<file path="src/rtl/phase_exec_if.sv">
// Handshake and status bundle between the phase executor and its environment.
interface phase_exec_if #(
  parameter int CNT_W = 16
);
  logic [2:0]       phase_in;
  logic             run;
  logic             halt_req;
  logic             mem_op;
  logic             wb_en;
  logic             imem_ack;
  logic             dmem_ack;
  logic             phase_en;
  logic             imem_req;
  logic             dmem_req;
  logic             ir_we;
  logic             rf_re;
  logic             rf_we;
  logic             busy;
  logic             halted;
  logic             err;
  logic [CNT_W-1:0] retired;

  modport slave (
    input  phase_in, run, halt_req, mem_op, wb_en, imem_ack, dmem_ack,
    output phase_en, imem_req, dmem_req, ir_we, rf_re, rf_we,
           busy, halted, err, retired
  );

  modport master (
    output phase_in, run, halt_req, mem_op, wb_en, imem_ack, dmem_ack,
    input  phase_en, imem_req, dmem_req, ir_we, rf_re, rf_we,
           busy, halted, err, retired
  );
endinterface

</file>
<file path="src/rtl/phase_exec_ctrl.sv">
// Phase executor: decodes the one-hot sequencer phase into datapath strobes,
// runs the imem/dmem handshakes, stalls the sequencer while memory is busy,
// and owns run/halt control, a memory-wait timeout and a retired counter.
module phase_exec_ctrl #(
  parameter int CNT_W    = 16,
  parameter int WAIT_W   = 4,
  parameter int WAIT_MAX = 15
) (
  input  logic         clk_i,
  input  logic         rst_i,
  phase_exec_if.slave  bus
);
  localparam logic [1:0] S_IDLE = 2'd0;
  localparam logic [1:0] S_RUN  = 2'd1;
  localparam logic [1:0] S_HALT = 2'd2;

  logic [1:0]        state_q, state_d;
  logic [WAIT_W-1:0] wait_q, wait_d;
  logic              err_q, err_d;
  logic              halt_q, halt_d;
  logic [CNT_W-1:0]  ret_q, ret_d;
  logic [2:0]        phase_q;

  logic ph_boot, ph_fetch, ph_dec, ph_exec, ph_ill;
  logic active, exec_done, pending, phase_chg, timeout, fault, halt_now;
  logic imem_req, dmem_req, ir_we, rf_re;

  assign ph_boot  = (bus.phase_in == 3'b000);
  assign ph_fetch = (bus.phase_in == 3'b001);
  assign ph_dec   = (bus.phase_in == 3'b010);
  assign ph_exec  = (bus.phase_in == 3'b100);
  assign ph_ill   = !(ph_boot | ph_fetch | ph_dec | ph_exec);

  // Reset gates the strobes immediately so a request drops in the reset cycle.
  assign active    = (state_q == S_RUN) && !rst_i;
  assign imem_req  = active & ph_fetch;
  assign dmem_req  = active & ph_exec & bus.mem_op;
  assign ir_we     = imem_req & bus.imem_ack;
  assign rf_re     = active & ph_dec;
  assign exec_done = active & ph_exec & (!bus.mem_op | bus.dmem_ack);

  assign pending   = (imem_req & !bus.imem_ack) | (dmem_req & !bus.dmem_ack);
  assign phase_chg = (bus.phase_in != phase_q);
  assign timeout   = pending & !phase_chg & (wait_q == WAIT_W'(WAIT_MAX));
  assign fault     = active & (ph_ill | timeout);
  assign halt_now  = halt_q | bus.halt_req;

  assign bus.imem_req = imem_req;
  assign bus.dmem_req = dmem_req;
  assign bus.ir_we    = ir_we;
  assign bus.rf_re    = rf_re;
  assign bus.rf_we    = exec_done & bus.wb_en;
  assign bus.phase_en = active & (ph_boot | ir_we | rf_re | exec_done);
  assign bus.busy     = (state_q == S_RUN);
  assign bus.halted   = (state_q == S_HALT);
  assign bus.err      = err_q;
  assign bus.retired  = ret_q;

  // Next-state: run/halt FSM, sticky error, halt latch, saturating retire count.
  always_comb begin
    state_d = state_q;
    err_d   = err_q;
    halt_d  = halt_q | bus.halt_req;
    ret_d   = ret_q;
    case (state_q)
      S_IDLE: if (bus.run) state_d = S_RUN;
      S_RUN: begin
        if (fault) begin
          state_d = S_HALT;
          err_d   = 1'b1;
          halt_d  = 1'b0;
        end else if (exec_done) begin
          if (ret_q != {CNT_W{1'b1}}) ret_d = ret_q + 1'b1;
          if (halt_now) begin
            state_d = S_HALT;
            halt_d  = 1'b0;
          end
        end
      end
      S_HALT: if (bus.run && !err_q) begin
        state_d = S_RUN;
        halt_d  = 1'b0;
      end
      default: state_d = S_IDLE;
    endcase
  end

  // Wait counter: consecutive unacknowledged cycles within the current phase.
  always_comb begin
    wait_d = wait_q;
    if (!pending || fault) wait_d = '0;
    else if (phase_chg)    wait_d = WAIT_W'(1);
    else                   wait_d = wait_q + 1'b1;
  end

  // State registers with synchronous reset.
  always_ff @(posedge clk_i) begin
    if (rst_i) begin
      state_q <= S_IDLE;
      wait_q  <= '0;
      err_q   <= 1'b0;
      halt_q  <= 1'b0;
      ret_q   <= '0;
      phase_q <= 3'b000;
    end else begin
      state_q <= state_d;
      wait_q  <= wait_d;
      err_q   <= err_d;
      halt_q  <= halt_d;
      ret_q   <= ret_d;
      phase_q <= bus.phase_in;
    end
  end
endmodule
</file>
<file path="src/flat_wrapper.sv">
// flat-port wrapper written by rule: the top's interface ports become plain ports
module phase_exec_ctrl_flat 
#(
  parameter int CNT_W    = 16,
  parameter int WAIT_W   = 4,
  parameter int WAIT_MAX = 15
)
  (clk_i, rst_i, bus_phase_in, bus_run, bus_halt_req, bus_mem_op, bus_wb_en, bus_imem_ack, bus_dmem_ack, bus_phase_en, bus_imem_req, bus_dmem_req, bus_ir_we, bus_rf_re, bus_rf_we, bus_busy, bus_halted, bus_err, bus_retired);
  phase_exec_if #(.CNT_W(CNT_W)) bus_i ();
  input  logic clk_i;
  input  logic rst_i;
  input wire logic [$bits(bus_i.phase_in)-1:0] bus_phase_in;
  input wire logic [$bits(bus_i.run)-1:0] bus_run;
  input wire logic [$bits(bus_i.halt_req)-1:0] bus_halt_req;
  input wire logic [$bits(bus_i.mem_op)-1:0] bus_mem_op;
  input wire logic [$bits(bus_i.wb_en)-1:0] bus_wb_en;
  input wire logic [$bits(bus_i.imem_ack)-1:0] bus_imem_ack;
  input wire logic [$bits(bus_i.dmem_ack)-1:0] bus_dmem_ack;
  output wire logic [$bits(bus_i.phase_en)-1:0] bus_phase_en;
  output wire logic [$bits(bus_i.imem_req)-1:0] bus_imem_req;
  output wire logic [$bits(bus_i.dmem_req)-1:0] bus_dmem_req;
  output wire logic [$bits(bus_i.ir_we)-1:0] bus_ir_we;
  output wire logic [$bits(bus_i.rf_re)-1:0] bus_rf_re;
  output wire logic [$bits(bus_i.rf_we)-1:0] bus_rf_we;
  output wire logic [$bits(bus_i.busy)-1:0] bus_busy;
  output wire logic [$bits(bus_i.halted)-1:0] bus_halted;
  output wire logic [$bits(bus_i.err)-1:0] bus_err;
  output wire logic [$bits(bus_i.retired)-1:0] bus_retired;
  assign bus_i.phase_in = bus_phase_in;
  assign bus_i.run = bus_run;
  assign bus_i.halt_req = bus_halt_req;
  assign bus_i.mem_op = bus_mem_op;
  assign bus_i.wb_en = bus_wb_en;
  assign bus_i.imem_ack = bus_imem_ack;
  assign bus_i.dmem_ack = bus_dmem_ack;
  assign bus_phase_en = bus_i.phase_en;
  assign bus_imem_req = bus_i.imem_req;
  assign bus_dmem_req = bus_i.dmem_req;
  assign bus_ir_we = bus_i.ir_we;
  assign bus_rf_re = bus_i.rf_re;
  assign bus_rf_we = bus_i.rf_we;
  assign bus_busy = bus_i.busy;
  assign bus_halted = bus_i.halted;
  assign bus_err = bus_i.err;
  assign bus_retired = bus_i.retired;
  phase_exec_ctrl #(.CNT_W(CNT_W), .WAIT_W(WAIT_W), .WAIT_MAX(WAIT_MAX)) u_core (.clk_i(clk_i), .rst_i(rst_i), .bus(bus_i));
endmodule
</file>
<file path="config.mk">
export PLATFORM = sky130hd
export DESIGN_NAME = phase_exec_ctrl_flat
export DESIGN_NICKNAME = d
export VERILOG_FILES = /design/src/rtl/phase_exec_if.sv /design/src/rtl/phase_exec_ctrl.sv /design/src/flat_wrapper.sv
export SDC_FILE = /design/constraint.sdc
export NUM_CORES = 1
export LEC_CHECK = 0
export ABC_AREA = 1
export CORE_ASPECT_RATIO = 1.5
export CORE_MARGIN = 5
export CORE_UTILIZATION = 49
export DETAILED_ROUTE_END_ITERATION = 16
export GPL_TIMING_DRIVEN = 0
export MAX_ROUTING_LAYER = met4
export PLACE_DENSITY_LB_ADDON = 0.2
export SYNTH_ARGS = -nofsm -noshare
export SYNTH_HDL_FRONTEND = slang
export SYNTH_SLANG_ARGS = --single-unit
</file>
<file path="constraint.sdc">
create_clock -name clk_i -period 2 [get_ports clk_i]
set_input_delay 0.4 -clock clk_i [delete_from_list [all_inputs] [get_ports clk_i]]
set_output_delay 0.4 -clock clk_i [all_outputs]
set_load 0.05 [all_outputs]
</file>
**Word-level counts from Yosys, hierarchy flattened**

Index checks and enable logic that the tools add are counted.

- Bits in registers: 27
- Logic and storage cells: 74

- $add $sub $neg: 2
- Equal/unequal tests: 12
- Multiplexer cells: 11
- Bitwise logic cells: 24
- Reduce and logical (&&, ||, !) cells: 18

Operators with widths:

| cell | count |
|---|---|
| adder 16 x 1 -> 16 bit, second input constant | 1 |
| != test 16 bit, second input constant | 1 |
| bitwise AND 1 bit | 13 |
| two-way mux 2 bit | 5 |
| bitwise OR 1 bit | 10 |
| logical NOT 1 bit | 8 |
| AND reduction 4 bit | 2 |
| != test 3 x 1 -> 1 bit, second input constant | 2 |
| case mux 2 bit (3 select lines) | 1 |
| adder 4 x 1 -> 4 bit, second input constant | 1 |
| == test 4 bit, second input constant | 1 |
| two-way mux 1 bit | 4 |
| == test 3 x 1 -> 1 bit, second input constant | 1 |
| == test 3 x 2 -> 1 bit, second input constant | 1 |
| == test 3 bit, second input constant | 1 |
| logical NOT 3 bit | 1 |
| != test 3 bit | 1 |
| OR reduction 3 bit | 1 |
| == test 2 x 1 -> 1 bit, second input constant | 1 |
| == test 2 bit, second input constant | 1 |
| logical AND 1 bit | 2 |
| logical NOT 2 bit | 1 |
| != test 2 x 1 -> 1 bit, second input constant | 1 |
| != test 2 bit, second input constant | 1 |
| 5 further kinds | 5 |

**Longest topological paths before layout**

Gate-level depths: netlist of the first run.

- Depth after elaboration: 12
- Depth in mapped cells: 13
- Mapped depth without buffers: 13

**Worst setup path before layout of the first run**

OpenSTA, ideal clock, no wires.

- Path type: flip-flop to output port
- From: register u_core.state_q[1]
- To: output bus_imem_req
- Arrival time: 2.548 ns
- Required time: 1.600 ns
- Slack: -0.948 ns
- Stages on the path, launching flop included: 5
- Path through: dfxtp_1 -> inv_1 -> ha_1 -> nand2_2 -> nor4_1

- Cells in the longest elaborated chain, start to end: 3

Ends and longest elaborated chain:

| what | line | text |
|---|---|---|
| from (decl) | phase_exec_ctrl.sv:17 | `logic [1:0] state_q, state_d;` |
| from (signal assigned) | phase_exec_ctrl.sv:106 | `state_q <= state_d;` |
| == test 2 x 1 -> 1 bit | -- |  |
| net bus_busy | flat_wrapper.sv:25 | `output wire logic [$bits(bus_i.busy)-1:0] bus_busy;` |
| logical AND 1 bit | phase_exec_ctrl.sv:35 | `assign active = (state_q == S_RUN) && !rst_i;` |
| bitwise AND 1 bit | phase_exec_ctrl.sv:36 | `assign imem_req = active & ph_fetch;` |
| to (decl) | flat_wrapper.sv:20 | `output wire logic [$bits(bus_i.imem_req)-1:0] bus_imem_req;` |

The timed path passes the listed nets, and every way through them passes these cells.

**Worst setup path after layout of the first run**

- From: register u_core.state_q[1]
- To: output bus_phase_en

- Cells in the longest elaborated chain, start to end: 8
- Elaborated cells between the ends (all ways): 11
- Those cells by class: 1 x eq/ne; 9 x bitwise; 1 x reduce/logical

Ends and longest elaborated chain:

| what | line | text |
|---|---|---|
| == test 2 x 1 -> 1 bit * | phase_exec_ctrl.sv:35 |  |
| logical AND 1 bit * | phase_exec_ctrl.sv:35 |  |
| bitwise AND 1 bit | phase_exec_ctrl.sv:36 |  |
| bitwise AND 1 bit | phase_exec_ctrl.sv:38 | `assign ir_we = imem_req & bus.imem_ack;` |
| bitwise OR 1 bit (3 in series) | phase_exec_ctrl.sv:53 | `assign bus.phase_en = active & (ph_boot \| ir_we \| rf_re \| exec_done);` |
| bitwise AND 1 bit * | phase_exec_ctrl.sv:53 |  |
| to (decl) | flat_wrapper.sv:19 | `output wire logic [$bits(bus_i.phase_en)-1:0] bus_phase_en;` |

Every way passes the cells marked *; elsewhere a longest branch is shown, timed or not.

==> metrics.md, run 1 <==
| Metric | Value |
|---|---|
| DR pass1 iterations | 4 |
| Vias in the first global route | 1469 |
| Layout Cells excl Fill | around 310 |
| Clock root cell | clkbuf_8 |
| DRC | 0 |
| Net switching share of the total power | between 30 and 40% |
| Leak | about 0.91 nW |
| Starting Density | approximately half |
| MaxCap Viol Count | 0 |
| Slowest CP cell | dfxtp_2 |
| Pwr per Cell Area | about 680 nW/um^2 |
| Area post-placement | 2000 sq um |
| CTS H-tree lvls | 1 |
| Pin count of the biggest net entering global routing | 16 |
| CP Capture Type | output port |
| CP delay by family, top | flip-flops |
| Core area | 3100 sq um |
| PnR worst setup slack | 0.0225 ns |
| Area growth syn-to-layout | 39.6% |
| CP arrival | roughly 1.6 ns |
| Final Cycle Share | 98.9% |
| Post-Synthesis Net Count | 243 |
| Max-slew violations | 0 |
| Top_reg_cell synth | dfxtp_1 |
| Distinct cells, synth | 29 |
| Slew margin rel. | 66.2% |
| Status | finished, final reports clean |
| Total GRT Usage | approximately 18% |
| CTS Buf Count | 3 |
| Worst Path Buf+Inv | 4 |
| Antenna viol nets, final | 0 |
| Fin util | 69.5% |
| Syn Area/Cell | 6.82 sq um |
| Critical path cell sequence | inv_2, ha_4, nand2_8, inv_4, nand2_2, o22ai_2, o21ai_1, inv_2, buf_6 |
| # port buffers | 34 |
| Die W | 55.8 um |
| RePlAce Congestion | 0.897 |
| Yosys top cell area share | a little over a third |
| Layout cells sized above 1 | between 20% and 30% |
| Clk_skew | ~0.0056 ns |
| Antenna violations before repair | 0 |
| Via density | 4.91 |
| Number of clock sinks | 27 |
| Total number of vias | approximately 1500 |
| Pint | 925 uW |
| Diode count | 0 |
| Fmax | 506 MHz |
| Worst hold path class | primary input to flip-flop |
| Seq cells post-synth | 27 |
| Setup Viol. Count Final | 0 |
| RSZ-0062 raised after global routing | true |
| CP max FO | 5 |
| Filler Cells Inserted | ~260 |
| Synth area leaders | dfxtp_1 (35%), nand2_1 (11%), inv_1 (8.3%), nor2_1 (6.6%), ha_1 (4.9%) |
| Min cycle time layout | 1.98 ns |
| Worst-path clk slew | 0.09 ns |
| Most used cell, CP | inv_2 |
| Number of flops mapped to enable cells by yosys | 0 |
| Clk pwr share | 20.8% |
| Hold_ws | 0.369 ns |
| Worst setup SP type | flip-flop |
| Mapped Area | 1540 sq um |
| Cell taking the most area after synthesis | dfxtp_1 |
| Worst-Skew Late Latency | around 0.27 ns |
| Final Cell Area | 2150 sq um |
| Worst-Margin Slew | 0.506 ns |
| CTS Hold Buffers Added | 0 |
| Routed WL | around 3700 um |
| Flop pwr share | 41.9% |
| Asr flop ratio synth | 0% |
| Crit path kind | flip-flop to output port |
| # nets final | 289 |
| Detail Placement HPWL | between 2000 and 3000 um |
| Seq/Total Area, Yosys | 35.1% |
| Routed length per placed instance | 11.9 um |
| Site row count | 25 |
| Syn. warnings | 0 |
| DIE AREA | ~4400 sq um |
| IO Pins | 36 |
| GRT overflow | 0 |
| Req. time, crit path | 1.60 ns |
| Inst Count DP | 300 |
| TritonCTS clock tree | built |
| Comb pwr share | 37.2% |
| Final hold violation count | 0 |
| First-pass GRT wire length | 6150 um |
| Total Power | between 1 and 1.5 mW |
| Setup TNS | 0 ns |
| Max VDD drop | 0.482 mV |
| Die Ht | 78.7 um |
| Setup WS pre-CTS | -1.14 ns |
| Worst path max stage delay | approximately 0.36 ns |
| Mapped Cells | 226 |
| 1st-iter DRT viols | 24 |
| Clock Path Buffers | 2 |
| Net Sw Power | 532 uW |
[worst register-to-register path, delay by kind of cell, from the launching register on]
family	cells	cell delay, ns
AO/OA/AOI/OAI	2	0.29
adder cells (fa/ha/maj)	1	0.21
buffers and inverters	2	0.22
flip-flops	1	0.39
AND/OR/NAND/NOR	6	0.57
[what timing repair did]
| action | in CTS | in global routing |
|---|---|---|
| buffers inserted | 0 | 7 |
| endpoints found under the hold margin | 0 | 0 |
| pin swaps | 0 | 3 |
| setup endpoints to repair | 26 | 11 |
| gates resized for setup | 43 | 22 |
[registers in the layout, summed over array words and instances (netlist names)]
| register | cells |
|---|---|
| u_core.bus.retired | 16 |
| u_core.phase_q | 3 |
| u_core.halt_q | 1 |
| u_core.bus.err | 1 |
| u_core.wait_q | 4 |
| u_core.state_q | 2 |
[power by group through the flow]
stage | combinational [mW] | sequential [mW] | clock, mW
2_1_floorplan | 0.336 | 0.635 | 0
3_3_place_gp | 0.473 | 0.617 | 0
3_5_place_dp | 0.473 | 0.619 | 0
4_1_cts | 0.469 | 0.608 | 0.320
5_1_grt | 0.598 | 0.618 | 0.336
6_report | 0.543 | 0.611 | 0.304
[cell usage after synthesis, types with 2 or more instances]
cell type	number
nand2_1	47
inv_1	34
dfxtp_1	27
nor2_1	27
nand3_1	14
a21oi_1	12
o21ai_0	10
nor3_1	9
ha_1	6
inv_2	4
nand4_1	4
xor2_1	4
a21boi_0	3
nand2_2	3
xnor2_1	3
a31oi_1	2
buf_4	2
nor3b_1	2
nor4_1	2
o21ai_1	2
[placed cells by master (no fill, tap or decap), types with 3 or more instances in the layout]
cell type         n
a21boi_0          3
a21oi_1          12
buf_4            10
clkbuf_8          3
clkdlybuf4s50_1  21
dfxtp_1          23
dfxtp_2           4
dlygate4sd2_1     3
ha_1              5
inv_1            28
inv_2             9
nand2_1          46
nand2_2           3
nand3_1          13
nand4_1           4
nor2_1           24
nor2_4            4
nor3_1            7
o21ai_0           9
xnor2_1           3
xor2_1            4
[per-layer routing]
layer	vias to the layer above	wire, um	GRT usage (%)
met3	4	140	3.25
met1	680	1550	18.3
met5	-	0	-
met4	0	39	5.11
met2	32	1990	33.5
li1	810	-	-
[cell type report]
cell class	count	area, sq um	area share (%)
Timing Repair Buffer	41	379	17.6
Clock buffer	3	41.3	1.92
Multi-Input combinational cell	157	956	44.4
Buffer	4	30.0	1.40
Inverter	38	145	6.74
Clock inverter	1	5.00	0.233
Tap cell	40	50.0	2.33
Sequential cell	27	546	25.3
[cell families after synthesis]
logic type,share of synthesized area [%]
adder cells (fa/ha/maj),4.87
buffers and inverters,11.2
flip-flops,35.1
XOR/XNOR,3.98
AO/OA/AOI/OAI,11.5
AND/OR/NAND/NOR,33.4
[path summary, 6_finish.rpt]
kind / startpoint / end / slack [ns] / cells after the start
worst max-delay path: u_core.state_q[1] / bus_phase_en / 0.02 / 9
worst min-delay path: rst_i / u_core.phase_q[0] / 0.37 / 2
worst max register to register: u_core.bus.retired[0] / u_core.bus.retired[6] / 0.22 / 11
worst min register to register: u_core.bus.err / u_core.bus.err / 0.48 / 2
No activity file was read; power rests on OpenSTA's default activity.
==> run 2: changes to the inputs <==
--- a/config.mk
+++ b/config.mk
@@ -8,10 +8,9 @@
 export ABC_AREA = 1
 export CORE_ASPECT_RATIO = 1.5
 export CORE_MARGIN = 5
-export CORE_UTILIZATION = 49
+export CORE_UTILIZATION = 44
 export DETAILED_ROUTE_END_ITERATION = 16
 export GPL_TIMING_DRIVEN = 0
-export MAX_ROUTING_LAYER = met4
 export PLACE_DENSITY_LB_ADDON = 0.2
 export SYNTH_ARGS = -nofsm -noshare
 export SYNTH_HDL_FRONTEND = slang
==> constraint.sdc (replaced) <==
create_clock -name clk_i -period 1.8 [get_ports clk_i]
set_input_delay 0.36 -clock clk_i [delete_from_list [all_inputs] [get_ports clk_i]]
set_output_delay 0.36 -clock clk_i [all_outputs]
set_load 0.05 [all_outputs]
==> metrics.md, run 2 (synthesis results as in run 1) <==
| Metric | Value |
|---|---|
| CTS Buf Count | 3 (unchanged) |
| WHS Path Cells | 2 (unchanged) |
| Worst-Margin Slew | 0.497 ns (was 0.506 ns) |
| CP arrival | 1.54 ns (was 1.58 ns) |
| Hold Path End | u_core.bus.retired[3] (was u_core.phase_q[0]) |
| Min-delay src | rst_i (unchanged) |
| Total Power | 1.75 mW (was 1.46 mW) |
| Filler Cells Inserted | 269 (was 263) |
| FF/Latch Area | 559 sq um (was 546 sq um) |
| Via density | 5.07 (was 4.91) |
| DIE AREA | 4810 sq um (was 4390 sq um) |
| Comb pwr share | 41.9% (was 37.2%) |
| Worst hold path class | primary input to flip-flop (unchanged) |
| Site row count | 26 (was 25) |
| Layout cells sized above 1 | 37.6% (was 21.0%) |
| DRC | 0 (unchanged) |
| Diode count | 0 (unchanged) |
| Slew margin rel. | 67.0% (was 66.2%) |
| Crit path kind | flip-flop to output port (unchanged) |
| Total number of vias | 1669 (was 1526) |
| Pwr per Cell Area | 712 nW/um^2 (was 677 nW/um^2) |
| Number of clock sinks | 27 (unchanged) |
| Pint | 1.10 mW (was 925 uW) |
| Setup Viol. Count Final | 12 (was 0) |
| Max-slew violations | 0 (unchanged) |
| Pin count of the biggest net entering global routing | 15 (was 16) |
| Clk pwr share | 19.6% (was 20.8%) |
| Starting Density | 45.6% (was 49.8%) |
| CP Capture Type | output port (unchanged) |
| Most frequent cells in the layout | nand2_1 (38), inv_1 (28), nor2_1 (23) (was nand2_1 (46), inv_1 (28), nor2_1 (24)) |
| Req. time, crit path | 1.44 ns (was 1.60 ns) |
| 1st-iter DRT viols | 39 (was 24) |
| Clk_skew | 0.00576 ns (was 0.00560 ns) |
| Core area | 3380 sq um (was 3100 sq um) |
| CTS Hold Buffers Added | 0 (unchanged) |
| Violated checks | negative setup slack |
| Worst-Skew Late Latency | 0.28 ns (was 0.27 ns) |
| MaxCap Viol Count | 0 (unchanged) |
| Area growth syn-to-layout | 59.6% (was 39.6%) |
| TritonCTS clock tree | built (unchanged) |
| Die W | 58.3 um (was 55.8 um) |
| RePlAce Congestion | 0.857 (was 0.897) |
| IO Pins | 36 (unchanged) |
| Max VDD drop | 0.568 mV (was 0.482 mV) |
| DR pass1 iterations | 4 (unchanged) |
| PnR worst setup slack | -0.100 ns (was 0.0225 ns) |
| Worst setup SP type | flip-flop (unchanged) |
| Multi-input logic area | 1090 sq um (was 956 sq um) |
| Total GRT Usage | 17.2% (was 17.7%) |
| CTS H-tree lvls | 1 (unchanged) |
| Status | complete, but fails checks (was finished, final reports clean) |
| # nets final | 305 (was 289) |
| Leak | 1.09 nW (was 0.909 nW) |
| Vias in the first global route | 1484 (was 1469) |
| FF-to-FF End | u_core.bus.retired[8] (was u_core.bus.retired[6]) |
| Clock Path Buffers | 2 (unchanged) |
| Final Cycle Share | 106% |
| Routed WL | 4280 um (was 3720 um) |
| R2r worst-path depth | 12 (was 11) |
| RSZ-0062 raised after global routing | true (unchanged) |
| Reg2Reg Setup Slack | -0.06 ns (was 0.22 ns) |
| Routed length per placed instance | 13.0 um (was 11.9 um) |
| Antenna viol nets, final | 0 (unchanged) |
| Flop pwr share | 38.5% (was 41.9%) |
| Clock root cell | clkbuf_8 (unchanged) |
| Max reg flops | 16 (unchanged) |
| Antenna violations before repair | 0 (unchanged) |
| # port buffers | 34 (unchanged) |
| Min cycle time layout | 1.90 ns |
| Worst-path clk slew | 0.09 ns (about the same) |
| Launching point of the worst reg2reg path | u_core.bus.retired[0] (unchanged) |
| Detail Placement HPWL | 2800 um (was 2750 um) |
| CP max FO | 5 (unchanged) |
| Fmax | 526 MHz |
| Final hold violation count | 0 (unchanged) |
| Commonest non-fill, non-tap cell in the layout | nand2_1 (unchanged) |
| Net switching share of the total power | 37.0% (was 36.5%) |
| First-pass GRT wire length | 6280 um (was 6150 um) |
| Die Ht | 82.5 um (was 78.7 um) |
| Hold_ws | 0.322 ns (was 0.369 ns) |
| GRT overflow | 0 (unchanged) |
| Net Sw Power | 647 uW (was 532 uW) |
## run 2: what timing repair did
| action | CTS | global route |
|---|---|---|
| gates cloned | 0 | 1 |
| buffers inserted | 5 | 17 |
| endpoints found under the hold margin | 0 | 0 |
| gates resized for setup | 79 | 69 |
| pin swaps | 3 | 22 |
| setup endpoints to repair | 47 | 27 |
## run 2: critical path, stage by stage, from the launching register on
cell,delay [ns]
dfxtp_2,0.34
inv_2,0.08
ha_4,0.18
nand2_8,0.09
inv_8,0.10
nand2_4,0.07
o22ai_4,0.14
o21ai_2,0.07
inv_2,0.06
buf_8,0.13
## run 2: worst max-delay path by stage
stage | depth (start not counted) | endpoint | slack, ns | startpoint
3_5_place_dp | 9 | bus_phase_en | -1.22 | bus_phase_in[0]
2_1_floorplan | 11 | u_core.bus.retired[14] | 0.02 | u_core.bus.retired[0]
4_1_cts | 9 | bus_phase_en | -0.11 | u_core.state_q[1]
6_report | 9 | bus_phase_en | -0.10 | u_core.state_q[1]
5_1_grt | 12 | u_core.bus.retired[8] | -0.18 | u_core.bus.retired[0]
3_3_place_gp | 9 | bus_phase_en | -1.24 | bus_phase_in[0]
## run 2: power groups by stage
stage	registers [mW]	clock network, mW	logic, mW
floorplan	0.704	0	0.381
global placement	0.683	0	0.534
detailed placement	0.685	0	0.537
CTS	0.673	0.363	0.593
global route	0.682	0.388	0.796
finish	0.675	0.343	0.733
## run 2: layout make-up
cell class,instances,share of cell area [%]
multi-input combinational,157,44.5
sequential,27,22.7
timing repair buffer,57,21.3
inverter,38,6.21
tap,42,2.14
clock buffer,4,1.83
buffer,4,1.37
## run 2: metal layers
metal	wire length, um	GRT usage [%]	up-vias
li1	-	-	850
met1	1660	17.1	770
met2	2270	33.4	34
met3	162	2.64	15
met4	189	9.05	0
met5	0	0	-
## run 2: stage by stage
stage / instance area, sq um / instances / setup slack, ns / setup TNS [ns] / utilization (%)
global route: 2460 / 329 / -0.179 / -2.87 / 72.7
global placement: 2030 / 302 / -1.24 / -15.90 / 59.9
detailed placement: 2030 / 302 / -1.22 / -15.93 / 59.9
CTS: 2120 / 311 / -0.108 / -0.125 / 62.8
finish: 2460 / 329 / -0.100 / -0.392 / 72.7
floorplan: 1640 / 226 / 0.0195 / 0 / -
